**config.mk**
```make
export PLATFORM = sky130hd
export DESIGN_NAME = imm_gen_flat
export DESIGN_NICKNAME = d
export VERILOG_FILES = /design/src/rtl/imm_gen_if.sv /design/src/rtl/imm_gen.sv /design/src/flat_wrapper.sv
export SDC_FILE = /design/constraint.sdc
export NUM_CORES = 1
export LEC_CHECK = 0
export ABC_CLOCK_PERIOD_IN_PS = 1400
export BUFFER_PORTS_ARGS = -buffer_cell sky130_fd_sc_hd__buf_2
export CORE_AREA = 3 3 54 56
export DETAILED_ROUTE_END_ITERATION = 6
export DIE_AREA = 0 0 57 59
export PLACE_DENSITY = 0.91
export SLEW_MARGIN = 0
export SYNTH_ARGS = -nofsm -noshare
export SYNTH_HDL_FRONTEND = slang
export SYNTH_SLANG_ARGS = --single-unit
```
**constraint.sdc**
```tcl
create_clock -name vclk -period 1.4
set_input_delay 0.07 -clock vclk [all_inputs]
set_output_delay 0.07 -clock vclk [all_outputs]
set_load 0.02 [all_outputs]
```
**src/rtl/imm_gen_if.sv**
```systemverilog
// Immediate-generator bus: instruction in, combinational and registered immediates out.
interface imm_gen_if;
  localparam int unsigned XLEN  = 32;
  localparam int unsigned FMT_W = 3;

  logic [XLEN-1:0]  instr;
  logic             in_valid;
  logic [XLEN-1:0]  imm;
  logic [FMT_W-1:0] imm_fmt;
  logic             imm_unknown;
  logic [XLEN-1:0]  imm_q;
  logic [FMT_W-1:0] fmt_q;
  logic             out_valid;

  modport master (
    output instr, in_valid,
    input  imm, imm_fmt, imm_unknown, imm_q, fmt_q, out_valid
  );

  modport slave (
    input  instr, in_valid,
    output imm, imm_fmt, imm_unknown, imm_q, fmt_q, out_valid
  );
endinterface

```
**src/rtl/imm_gen.sv**
```systemverilog
// RV32I immediate generator: combinational decode plus an optional one-cycle registered copy.
// Define IMM_GEN_REG_OUT_EN to build the registered path; otherwise imm_q/fmt_q/out_valid are tied to 0.
module imm_gen (
  input  logic       clk,
  input  logic       rst,
  imm_gen_if.slave   bus
);
  localparam int unsigned XLEN  = 32;
  localparam int unsigned FMT_W = 3;

  localparam logic [6:0] OP_LOAD   = 7'b0000011;
  localparam logic [6:0] OP_IMM    = 7'b0010011;
  localparam logic [6:0] OP_JALR   = 7'b1100111;
  localparam logic [6:0] OP_SYSTEM = 7'b1110011;
  localparam logic [6:0] OP_STORE  = 7'b0100011;
  localparam logic [6:0] OP_BRANCH = 7'b1100011;
  localparam logic [6:0] OP_LUI    = 7'b0110111;
  localparam logic [6:0] OP_AUIPC  = 7'b0010111;
  localparam logic [6:0] OP_JAL    = 7'b1101111;
  localparam logic [6:0] OP_OP     = 7'b0110011;
  localparam logic [6:0] OP_FENCE  = 7'b0001111;

  localparam logic [FMT_W-1:0] FMT_NONE = 3'd0;
  localparam logic [FMT_W-1:0] FMT_I    = 3'd1;
  localparam logic [FMT_W-1:0] FMT_S    = 3'd2;
  localparam logic [FMT_W-1:0] FMT_B    = 3'd3;
  localparam logic [FMT_W-1:0] FMT_U    = 3'd4;
  localparam logic [FMT_W-1:0] FMT_J    = 3'd5;

  logic [XLEN-1:0]  instr;
  logic [XLEN-1:0]  imm_c;
  logic [FMT_W-1:0] fmt_c;
  logic             unknown_c;
  logic             sgn;

  assign instr = bus.instr;
  assign sgn   = instr[31];

  // Opcode decode; non-32-bit encodings (instr[1:0] != 11) fall into the unknown bucket.
  always_comb begin
    imm_c     = '0;
    fmt_c     = FMT_NONE;
    unknown_c = 1'b0;
    if (instr[1:0] != 2'b11) begin
      unknown_c = 1'b1;
    end else begin
      unique case (instr[6:0])
        OP_LOAD, OP_IMM, OP_JALR, OP_SYSTEM: begin
          imm_c = {{20{sgn}}, instr[31:20]};
          fmt_c = FMT_I;
        end
        OP_STORE: begin
          imm_c = {{20{sgn}}, instr[31:25], instr[11:7]};
          fmt_c = FMT_S;
        end
        OP_BRANCH: begin
          imm_c = {{19{sgn}}, instr[31], instr[7], instr[30:25], instr[11:8], 1'b0};
          fmt_c = FMT_B;
        end
        OP_LUI, OP_AUIPC: begin
          imm_c = {instr[31:12], 12'b0};
          fmt_c = FMT_U;
        end
        OP_JAL: begin
          imm_c = {{11{sgn}}, instr[31], instr[19:12], instr[20], instr[30:21], 1'b0};
          fmt_c = FMT_J;
        end
        OP_OP, OP_FENCE: begin
          imm_c = '0;
        end
        default: begin
          unknown_c = 1'b1;
        end
      endcase
    end
  end

  assign bus.imm         = imm_c;
  assign bus.imm_fmt     = fmt_c;
  assign bus.imm_unknown = unknown_c;

`ifdef IMM_GEN_REG_OUT_EN
  logic [XLEN-1:0]  imm_q;
  logic [FMT_W-1:0] fmt_q;
  logic             out_valid;

  // Capture on in_valid; out_valid is a one-cycle pulse per capture, data holds otherwise.
  always_ff @(posedge clk or posedge rst) begin
    if (rst) begin
      imm_q     <= '0;
      fmt_q     <= '0;
      out_valid <= 1'b0;
    end else if (bus.in_valid) begin
      imm_q     <= imm_c;
      fmt_q     <= fmt_c;
      out_valid <= 1'b1;
    end else begin
      out_valid <= 1'b0;
    end
  end

  assign bus.imm_q     = imm_q;
  assign bus.fmt_q     = fmt_q;
  assign bus.out_valid = out_valid;
`else
  logic unused_reg_path;
  assign unused_reg_path = clk ^ rst ^ bus.in_valid;

  assign bus.imm_q     = '0;
  assign bus.fmt_q     = '0;
  assign bus.out_valid = 1'b0;
`endif

endmodule

```
**src/flat_wrapper.sv**
```systemverilog
// flat-port wrapper written by rule: the top's interface ports become plain ports
module imm_gen_flat 
  (clk, rst, bus_instr, bus_in_valid, bus_imm, bus_imm_fmt, bus_imm_unknown, bus_imm_q, bus_fmt_q, bus_out_valid);
  imm_gen_if bus_i ();
  input  logic clk;
  input  logic rst;
  input wire logic [$bits(bus_i.instr)-1:0] bus_instr;
  input wire logic [$bits(bus_i.in_valid)-1:0] bus_in_valid;
  output wire logic [$bits(bus_i.imm)-1:0] bus_imm;
  output wire logic [$bits(bus_i.imm_fmt)-1:0] bus_imm_fmt;
  output wire logic [$bits(bus_i.imm_unknown)-1:0] bus_imm_unknown;
  output wire logic [$bits(bus_i.imm_q)-1:0] bus_imm_q;
  output wire logic [$bits(bus_i.fmt_q)-1:0] bus_fmt_q;
  output wire logic [$bits(bus_i.out_valid)-1:0] bus_out_valid;
  assign bus_i.instr = bus_instr;
  assign bus_i.in_valid = bus_in_valid;
  assign bus_imm = bus_i.imm;
  assign bus_imm_fmt = bus_i.imm_fmt;
  assign bus_imm_unknown = bus_i.imm_unknown;
  assign bus_imm_q = bus_i.imm_q;
  assign bus_fmt_q = bus_i.fmt_q;
  assign bus_out_valid = bus_i.out_valid;
  imm_gen u_core (.clk(clk), .rst(rst), .bus(bus_i));
endmodule
```
# After elaboration in Yosys (flattened, before gate mapping)
# Index checks and enable logic that the tools add are counted.
# W data, S select, Z words.
# op_classes
order_cmp	0
n_bitwise	0
n_reduce_logical	3
n_addsub	0
n_mux	6
div_mod_pow	0
shifts	0
mul	0
n_eq_ne	12
# ops
op	n
$pmux W32 S5	1
$mux W32	1
$eq A7 B7 Y1 const B	4
$eq A7 B6 Y1 const B	3
$pmux W3 S5	1
$eq A7 B5 Y1 const B	2
$reduce_or A11 Y1	1
$eq A7 B2 Y1 const B	1
$eq A7 B4 Y1 const B	1
$reduce_or A4 Y1	1
$mux W3	1
$mux W1	2
$ne A2 B2 Y1 const B	1
$reduce_or A2 Y1	1
# totals
mem_bits_rw	0
elab_cells	21
mem_bits_ro	0
reg_bits	0
n_memories	0
latch_bits	0
out_inout_bits	72

# Logic depth before layout (Yosys ltp)
# Gate-level depths: netlist (run 1).
# depth
ltp_word	4
depth_mapped	6
ltp_nobuf	4

# Worst setup path before layout (run 1)
# Ideal clock, no wire load.
# synth_timing
kind	input port to output port
start	in bus_instr[4]
end	out bus_imm[11]
stages	5
t_required_ns	1.330
t_arrival_ns	1.184
path_slack_ns	0.146
path_cell_list	buf_2 nor2b_2 and2_0 clkbuf_1 a311o_1
# synth_via
elab_chain_len	4
elab_cells_between_ends	13
# synth_rtl
element	line_no	text
from (decl)	flat_wrapper.sv:7	input wire logic [$bits(bus_i.instr)-1:0] bus_instr;
$eq A7 B2 Y1, or another cell as far along	imm_gen.sv:47	unique case (instr[6:0])
$reduce_or A4 Y1 or $reduce_or A2 Y1 (tied branches)	imm_gen.sv:47	
$pmux W32 S5 *	imm_gen.sv:47	
$mux W32 *	imm_gen.sv:44	if (instr[1:0] != 2'b11) begin
to (decl)	flat_wrapper.sv:9	output wire logic [$bits(bus_i.imm)-1:0] bus_imm;
# Every way passes the cells marked *; elsewhere a longest branch is shown, timed or not.

# Worst setup path in the final report (run 1)
# layout_timing
start	in bus_instr[2]
end	out bus_imm[2]
# The elaborated chain is that of the path after synthesis.

==> metrics.log, run 1 <==
INFO  metric insertedDiodeCount = 0
INFO  metric global_route.overflow_total = 0
INFO  metric hold_viol = 0
INFO  metric sequentialPowerShare = 0%
INFO  metric grt_pass1_vias = between 800 and 900
INFO  metric crit_path_top_delay_cell = and4bb_2
INFO  metric synthesized_instance_count = 120
INFO  metric crit_path_cell_trace = clkbuf_4 -> and4bb_2 -> and2_0 -> buf_4 -> a22o_1 -> buf_6
INFO  metric vdd.ir_drop.worst = 0.000135 V
INFO  metric post-route-worst-setup-slack = 51.9 ps
INFO  metric layout-drive-gt1-share = ~44%
INFO  metric fin_crit_share = between 90 and 100%
INFO  metric run_status = finished, final reports clean
INFO  metric power.net_switching = 0.200 mW
INFO  metric dp_hpwl = between 2 and 2.5 mm
INFO  metric groute.usage.overall = 12.5%
INFO  metric yosys.area_share.xor_xnor = 1.03%
INFO  metric yosys-mux-area-fraction = 0%
INFO  metric initial_core_util = 34.2%
INFO  metric area_of_the_die = 3360 µm²
INFO  metric num_vias = 986
INFO  metric antenna_violating_nets_post_route = 0
INFO  metric share_of_total_power_in_combinational_logic = 100.0%
INFO  metric commonest_non_fill_non_tap_cell_in_the_layout = buf_2
INFO  metric avgSynthCellArea = 7.07 µm²
INFO  metric final_cell_count_no_fill = 216
INFO  metric n_fill_cell = 256
INFO  metric port-buffer-count = 68
INFO  metric place.gp.congestion = 0.892
INFO  metric worst_path_largest_cell_delay = 270 ps
INFO  metric p_int = 0.0936 mW
INFO  metric fin_crit = 1350 ps
INFO  metric yosys.area.top_type_share = between 30% and 40%
INFO  metric chipHeight = 59 µm
INFO  metric pin_count_of_the_biggest_net_entering_global_routing = 16
INFO  metric hold_path_class = primary input to output pin
INFO  metric fmax = 0.742 GHz
INFO  metric worst-endpoint-arrival = ~1300 ps
INFO  metric mostFrequentLayoutCells = buf_2, conb_1, a21o_1, buf_4, and2_1
INFO  metric path_buf_inv = 3
INFO  metric sw_frac_of_total = 68.2%
INFO  metric synth_largest_area_cell = buf_4
INFO  metric antenna_found_initial = 0
INFO  metric dp_slack = approximately 48 ps
INFO  metric nFlopsAndLatches = 0
INFO  metric grt_first_pass_wirelength = 3.63 mm
INFO  metric worst_ep_required_time = roughly 1300 ps
INFO  metric drv_cap = 0
INFO  metric via_per_inst = 4.56
INFO  metric synth_sequential_area_ratio = 0%
INFO  metric setup.worst_path.start_class = primary input
INFO  metric layout.area.seq = 0 µm²
INFO  metric synth.area.top_cells = buf_4, a21o_1, and2_1
INFO  metric synthDistinctLibCells = 36
INFO  metric powerDensity = 262 nW/µm²
INFO  metric rows = 18
INFO  metric top_level_ports = 107
INFO  metric avgRoutedWirePerCell = about 11 µm
INFO  metric post-place-cells = between 200 and 250
INFO  metric clock_power_share = 0%
INFO  metric post_cts_hold_buffer_count = 0
INFO  metric die_width = 57 µm
INFO  metric synth_compound_gate_area_share = between 30% and 40%
INFO  metric criticalPathCategory = primary input to output pin
INFO  metric synth_simple_gate_area_share = 25.5%
INFO  metric post-route-drc-count = 0
INFO  metric number_of_warning_messages_in_the_yosys_log = 0
INFO  metric route.final.wire_length = 2.39 mm
INFO  metric core_area = 2480 µm²
INFO  metric first_pass_iters = 4
INFO  metric detailedRoute.firstIterationViolations = 48
INFO  metric crit_family = simple AND/OR/NAND/NOR gates
INFO  metric crit_fanout = 10
INFO  metric timing.final.setup_violations = 0
INFO  metric slew_viol_final = 0
INFO  metric n_clock_buffer = 0
INFO  metric synthAdderAreaFrac = 0%
INFO  metric synth.cell_area = 848 µm²
INFO  metric final_net_count = 223
INFO  metric worstSetupEndpointType = output pin
INFO  metric p_leak = 0.813 nW
INFO  metric area_growth = 32.2%
INFO  metric main_combinational_cell_family_by_area_after_synthesis = buffers and inverters
## power by group through the flow
stage	combinational [mW]	clock [mW]	sequential, mW
after floorplan	0.275	0	0
after global placement	0.282	0	0
after detailed placement	0.286	0	0
after CTS	0.286	0	0
after global routing	0.321	0	0
final	0.294	0	0
## worst paths after layout
path                           from          end  slack [ps]  cells past startpoint
worst max-delay path   bus_instr[2]   bus_imm[2]          50                      6
worst min-delay path  bus_instr[16]  bus_imm[16]         450                      3
## cell usage after synthesis
cell type	n
buf_4	37
a21o_1	20
and2_1	7
buf_2	5
nand2_1	5
a22o_1	4
nand3_1	4
a21oi_1	3
nand4_1	3
a31oi_1	2
inv_1	2
nand2b_1	2
nor3_1	2
nor3b_1	2
a21boi_1	1
a22oi_1	1
a311o_1	1
a31oi_4	1
a32o_1	1
and2_0	1
and3_1	1
and4bb_2	1
buf_6	1
clkbuf_1	1
conb_1	1
nand3b_1	1
nor2_1	1
nor2_2	1
nor2b_1	1
nor2b_2	1
nor4b_1	1
o211ai_1	1
o21ai_2	1
o32ai_1	1
or4_4	1
xor2_1	1
## kinds of logic (layout without fill, tap and decap cells)
group,count (synthesis),after routing
simple gates,35,35
other cells,1,36
xor+xnor,1,1
buf+inv,46,77
compound gates,37,37
## metal layers
metal	vias up	global-route usage [%]	share of wire [%]
met5	-	0	0
met4	0	0.662	0
met3	0	1.96	15
met2	72	23.2	47
met1	426	15.9	38
li1	488	-	-
## per-stage QoR
step / hold slack [ps] / power (mW) / instance area (µm²) / utilization [%] / setup TNS, ps
6_report: 449 / 0.294 / 1120 / 45.3 / 0
4_1_cts: 452 / 0.286 / 1090 / 44.1 / 0
3_5_place_dp: 450 / 0.286 / 1090 / 44.1 / 0
2_1_floorplan: 323 / 0.275 / 980 / - / 0
5_1_grt: 463 / 0.321 / 1120 / 45.3 / -12.7
3_3_place_gp: 449 / 0.282 / 1090 / 44.1 / 0
## area by class of cell
cell class,count,area (µm²),area share [%]
well taps,30,37.5,3.35
inverters,2,7.51,0.670
multi-input cells,109,661,58.9
repair buffers,75,415,37.1
## tightest hold or removal path, cell delays in order
cell and delay, ps:
buf_2 70, a21o_1 90, buf_2 150
## what timing repair did
item                                    in CTS  in global routing
setup buffers                                0                  0
resized for setup                            0                 11
endpoints found under the setup margin       0                 24
No activity file was read; power rests on OpenSTA's default activity.
==> inputs of run 2 (changes only) <==
--- a/config.mk
+++ b/config.mk
@@ -5,7 +5,7 @@
 export SDC_FILE = /design/constraint.sdc
 export NUM_CORES = 1
 export LEC_CHECK = 0
-export ABC_CLOCK_PERIOD_IN_PS = 1400
+export ABC_CLOCK_PERIOD_IN_PS = 1380
 export BUFFER_PORTS_ARGS = -buffer_cell sky130_fd_sc_hd__buf_2
 export CORE_AREA = 3 3 54 56
 export DETAILED_ROUTE_END_ITERATION = 6
==> constraint.sdc (replaced) <==
create_clock -name vclk -period 1.38
set_input_delay 0.069 -clock vclk [all_inputs]
set_output_delay 0.069 -clock vclk [all_outputs]
set_load 0.02 [all_outputs]
==> run 2 against run 1 <==
Hold slack worse by 1.5 ps. Wire length is 4.9% higher. Largest power group unchanged. Power is 5.4% higher. Combinational power grew 5%. Setup slack improved by 4.5 ps. Sequential cell count is the same. Count of clock-buffer cells in the layout stayed put. Final cell count is 0.93% higher. Critical path type unchanged. Highest routed layer unchanged. Non-clock buffer count increased by 2. Design area rose by 6.2%.
==> metrics.log, run 2 (same netlist as run 1, synthesis figures left out) <==
INFO  metric n_fill_cell = 264
INFO  metric dp_slack = approximately 13 ps
INFO  metric detailedRoute.firstIterationViolations = 29
INFO  metric crit_path_top_delay_cell = or4_4
INFO  metric mostFrequentLayoutCells = buf_2, conb_1, a21o_1, buf_4, and2_1
INFO  metric worst_path_largest_cell_delay = 550 ps
INFO  metric core_area = 2480 µm²
INFO  metric layout-drive-gt1-share = 45.7%
INFO  metric drv_cap = 0
INFO  metric num_vias = between 1,000 and 1,500
INFO  metric port-buffer-count = 68
INFO  metric die_width = 57 µm
INFO  metric min_delay_path_depth = 3
INFO  metric nFlopsAndLatches = 0
INFO  metric criticalPathCategory = primary input to output pin
INFO  metric grt_pass1_vias = 838
INFO  metric groute.usage.overall = 12.5%
INFO  metric powerDensity = 260 nW/µm²
INFO  metric run_status = finished, final reports clean
INFO  metric worst-endpoint-arrival = between 1000 and 1500 ps
INFO  metric crit_fanout = 6
INFO  metric crit_family = simple AND/OR/NAND/NOR gates
INFO  metric hold_viol = 0
INFO  metric global_route.overflow_total = 0
INFO  metric hold-worst-slack = 447 ps
INFO  metric antenna_found_initial = 0
INFO  metric path_buf_inv = 2
INFO  metric insertedDiodeCount = 0
INFO  metric pin_count_of_the_biggest_net_entering_global_routing = 16
INFO  metric post_cts_hold_buffer_count = 0
INFO  metric via_per_inst = 4.59
INFO  metric multiInputGateArea = 674 µm²
INFO  metric crit_path_cell_trace = buf_6 -> or4_4 -> a31oi_4 -> a22o_1 -> buf_6
INFO  metric n_clock_buffer = 0
INFO  metric post-route-worst-setup-slack = 56.4 ps
INFO  metric place.gp.congestion = 0.892
INFO  metric slew_viol_final = 0
INFO  metric antenna_violating_nets_post_route = 0
INFO  metric hold_path_startpoint = bus_instr[25]
INFO  metric chipHeight = 59 µm
INFO  metric crit_path_start = bus_instr[5]
INFO  metric area_of_the_die = about 3400 µm²
INFO  metric first_pass_iters = 4
INFO  metric post-route-drc-count = 0
INFO  metric hold_path_class = primary input to output pin
INFO  metric fin_crit_share = 95.9%
INFO  metric layout.area.seq = 0 µm²
INFO  metric dp_hpwl = 2.04 mm
INFO  metric vdd.ir_drop.worst = 0.000146 V
INFO  metric initial_core_util = 34.2%
INFO  metric fin_tns_setup = 0 ps
INFO  metric timing.final.setup_violations = 0
INFO  metric setup.worst_path.start_class = primary input
INFO  metric hold_end = bus_imm[25]
INFO  metric area_growth = 40.4%
INFO  metric route.final.wire_length = 2.51 mm
INFO  metric p_leak = 0.836 nW
INFO  metric fmax = 0.756 GHz
INFO  metric grt_first_pass_wirelength = 3.58 mm
INFO  metric fin_crit = 1320 ps
INFO  metric top_level_ports = approximately 110
INFO  metric rows = 18
INFO  metric worstSetupEndpointType = output pin
INFO  metric avgRoutedWirePerCell = approximately 11 µm
INFO  metric crit_top_cell = buf_6
INFO  metric commonest_non_fill_non_tap_cell_in_the_layout = buf_2
INFO  metric worst_ep_required_time = ~1300 ps
INFO  metric final_net_count = 225
run 2: changes by cell type in the layout (fill, tap and decap cells not counted), sizes merged:
cell    change
clkbuf      -1
buf         +3
run 2: metrics by stage:
step | power [mW] | util, % | cell area, µm² | std cells
after floorplan | 0.279 | - | 980 | 155
after global placement | 0.287 | 44.9 | 1110 | 217
after detailed placement | 0.291 | 44.9 | 1110 | 217
after CTS | 0.292 | 44.9 | 1110 | 217
after global routing | 0.337 | 48.1 | 1190 | 218
final | 0.310 | 48.1 | 1190 | 218
run 2: worst max-delay path by stage:
stage	depth (start not counted)	endpoint	slack [ps]
floorplan	5	bus_imm[11]	130
global placement	6	bus_imm[2]	30
detailed placement	6	bus_imm[1]	10
CTS	6	bus_imm[1]	10
global route	7	bus_imm[21]	-20
finish	5	bus_imm[1]	60
run 2: power by group:
group	switching, mW	internal [mW]
Sequential	0	0
Combinational	0.206	0.103
Clock	0	0
Total	0.206	0.103
run 2: metal layers:
layer	share of wire [%]	track usage, %	vias to the layer above	routed length, µm
li1	-	-	490	-
met1	36	15.1	439	895
met2	49	23.3	72	1230
met3	15	3.27	0	383
met4	0	0.331	0	0
met5	0	0	-	0
run 2: tightest hold or removal path: stages:
cell and delay, ps:
buf_2 80, a21o_1 100, buf_4 130
run 2: area by class of cell:
cell class,instances,share of cell area (%)
Timing Repair Buffer,77,39.6
Inverter,2,0.630
Tap cell,30,3.15
Multi-Input combinational cell,109,56.6
run 2: what timing repair did:
item                       CTS  global route
setup endpoints to repair    0            25
setup buffers                0             0
gates resized for setup      0            28
==> inputs of run 3 (changes only) <==
--- a/config.mk
+++ b/config.mk
@@ -10,7 +10,7 @@
 export CORE_AREA = 3 3 54 56
 export DETAILED_ROUTE_END_ITERATION = 6
 export DIE_AREA = 0 0 57 59
-export PLACE_DENSITY = 0.91
+export PLACE_DENSITY = 0.94
 export SLEW_MARGIN = 0
 export SYNTH_ARGS = -nofsm -noshare
 export SYNTH_HDL_FRONTEND = slang
==> run 3 against run 2 <==
Power shrank 3.5%. Wire length rose by 0.96%. First-iteration DRC count stayed put. Fmax fell by 0.87%. Critical endpoint unchanged. Final cell count down 0.92%. Setup slack worse by 12 ps. Die area did not move. Non-clock buffer count decreased by 2. Critical path depth rose by 1.
==> metrics.log, run 3 (same netlist as run 1, synthesis figures left out) <==
INFO  metric hold_viol = 0
INFO  metric layout.area.seq = 0 µm²
INFO  metric first_pass_iters = 4
INFO  metric worst_ep_required_time = 1310 ps
INFO  metric port-buffer-count = around 70
INFO  metric crit_path_start = bus_instr[2]
INFO  metric n_fill_cell = 261
INFO  metric post-route-worst-setup-slack = between 40 and 50 ps
INFO  metric nFlopsAndLatches = 0
INFO  metric top_level_ports = 107
INFO  metric post_cts_hold_buffer_count = 0
INFO  metric via_per_inst = 4.66
INFO  metric final_cell_count_no_fill = 216
INFO  metric powerDensity = ~270 nW/µm²
INFO  metric grt_pass1_vias = 833
INFO  metric dp_slack = 30.4 ps
INFO  metric route.final.wire_length = 2.53 mm
INFO  metric wl_met2 = 1.24 mm
INFO  metric area_growth = 32.6%
INFO  metric grt_first_pass_wirelength = 3.56 mm
INFO  metric slew_viol_final = 0
INFO  metric final_net_count = 223
INFO  metric sequentialPowerShare = 0%
INFO  metric met3_wirelength = 379 µm
INFO  metric global_route.overflow_total = 0
INFO  metric dp_hpwl = slightly above 2 mm
INFO  metric worstSetupEndpointType = output pin
INFO  metric num_vias = 1,007
INFO  metric layout-drive-gt1-share = 45.7%
INFO  metric p_int = 0.0935 mW
INFO  metric avgRoutedWirePerCell = 11.7 µm
INFO  metric worst-endpoint-arrival = 1270 ps
INFO  metric fin_tns_setup = 0 ps
INFO  metric vdd.ir_drop.worst = 0.000153 V
INFO  metric power.net_switching = 0.205 mW
INFO  metric run_status = finished, final reports clean
INFO  metric power.total = 0.299 mW
INFO  metric setup.worst_path.start_class = primary input
INFO  metric insertedDiodeCount = 0
INFO  metric wirelength_met1 = roughly 900 µm
INFO  metric drv_cap = 0
INFO  metric fmax = 0.749 GHz
INFO  metric area_of_the_die = between 3000 and 4000 µm²
INFO  metric rows = 18
INFO  metric mostFrequentLayoutCells = buf_2, conb_1, a21o_1, buf_4, and2_1
INFO  metric pin_count_of_the_biggest_net_entering_global_routing = 16
INFO  metric place.gp.congestion = around 0.8
INFO  metric post-place-cells = 214
INFO  metric post-route-drc-count = 0
INFO  metric antenna_found_initial = 0
INFO  metric groute.usage.overall = 12.3%
INFO  metric critical_path.endpoint = bus_imm[1]
INFO  metric commonest_non_fill_non_tap_cell_in_the_layout = buf_2
INFO  metric p_leak = a little over 0.8 nW
INFO  metric clock_power_share = 0%
INFO  metric fin_crit = 1340 ps
INFO  metric crit_fanout = 11
INFO  metric fin_crit_share = 96.8%
INFO  metric antenna_violating_nets_post_route = 0
INFO  metric hold_path_class = primary input to output pin
INFO  metric die_width = 57 µm
INFO  metric detailedRoute.firstIterationViolations = 29
INFO  metric sw_frac_of_total = 68.7%
INFO  metric n_clock_buffer = 0
INFO  metric timing.final.setup_violations = 0
INFO  metric share_of_total_power_in_combinational_logic = 100.0%
INFO  metric chipHeight = between 50 and 60 µm
INFO  metric multiInputGateArea = 676 µm²
INFO  metric top_layer = met4
INFO  metric core_area = 2480 µm²
INFO  metric criticalPathCategory = primary input to output pin
INFO  metric initial_core_util = 34.2%
-- run 3: changes by cell type in the layout (fill, tap and decap cells not counted) --
cell / before / now
buf_2: 55 / 65
buf_4: 16 / 7
buf_6: 5 / 1
clkbuf_4: 0 / 2
and3_1: 1 / 0
and3_2: 0 / 1
buf_12: 1 / 0
-- run 3: stage by stage --
stage	hold slack (ps)	util, %	area [µm²]
detailed placement	452	43.5	1080
floorplan	321	-	980
global placement	447	43.5	1080
global route	466	45.4	1120
CTS	453	43.5	1080
finish	450	45.4	1120
-- run 3: cell type report --
class                      count  share of cell area (%)
inverter                       2                   0.667
tap                           30                    3.34
multi-input combinational    109                    60.1
timing repair buffer          75                    35.9
-- run 3: routing by layer --
layer / track usage (%) / vias up
met5: 0 / -
met4: 0 / 0
met3: 3.27 / 2
met2: 23.7 / 74
met1: 14.4 / 443
li1: - / 488
-- run 3: how the worst min path moves through the flow --
stage	from	endpoint	slack, ps	cells after the start
floorplan	bus_instr[30]	bus_imm[10]	320	1
global placement	bus_instr[13]	bus_imm[13]	450	3
detailed placement	bus_instr[13]	bus_imm[13]	450	3
CTS	bus_instr[13]	bus_imm[13]	450	3
global route	bus_instr[14]	bus_imm[14]	470	3
finish	bus_instr[16]	bus_imm[16]	450	3
-- run 3: timing repair --
action	4_1_cts	5_1_grt
buffers inserted	0	1
setup endpoints to repair	0	25
gates resized for setup	0	12
-- run 3: power by group through the flow --
stage,logic [mW],clock network (mW),registers (mW)
global placement,0.281,0,0
finish,0.299,0,0
floorplan,0.279,0,0
detailed placement,0.285,0,0
CTS,0.286,0,0
global route,0.324,0,0
-- run 3: critical path, cell delays in order --
cell	delay (ps)
clkbuf_4	170
and4bb_2	270
and2_0	210
buf_4	170
a22o_1	220
buf_2	150
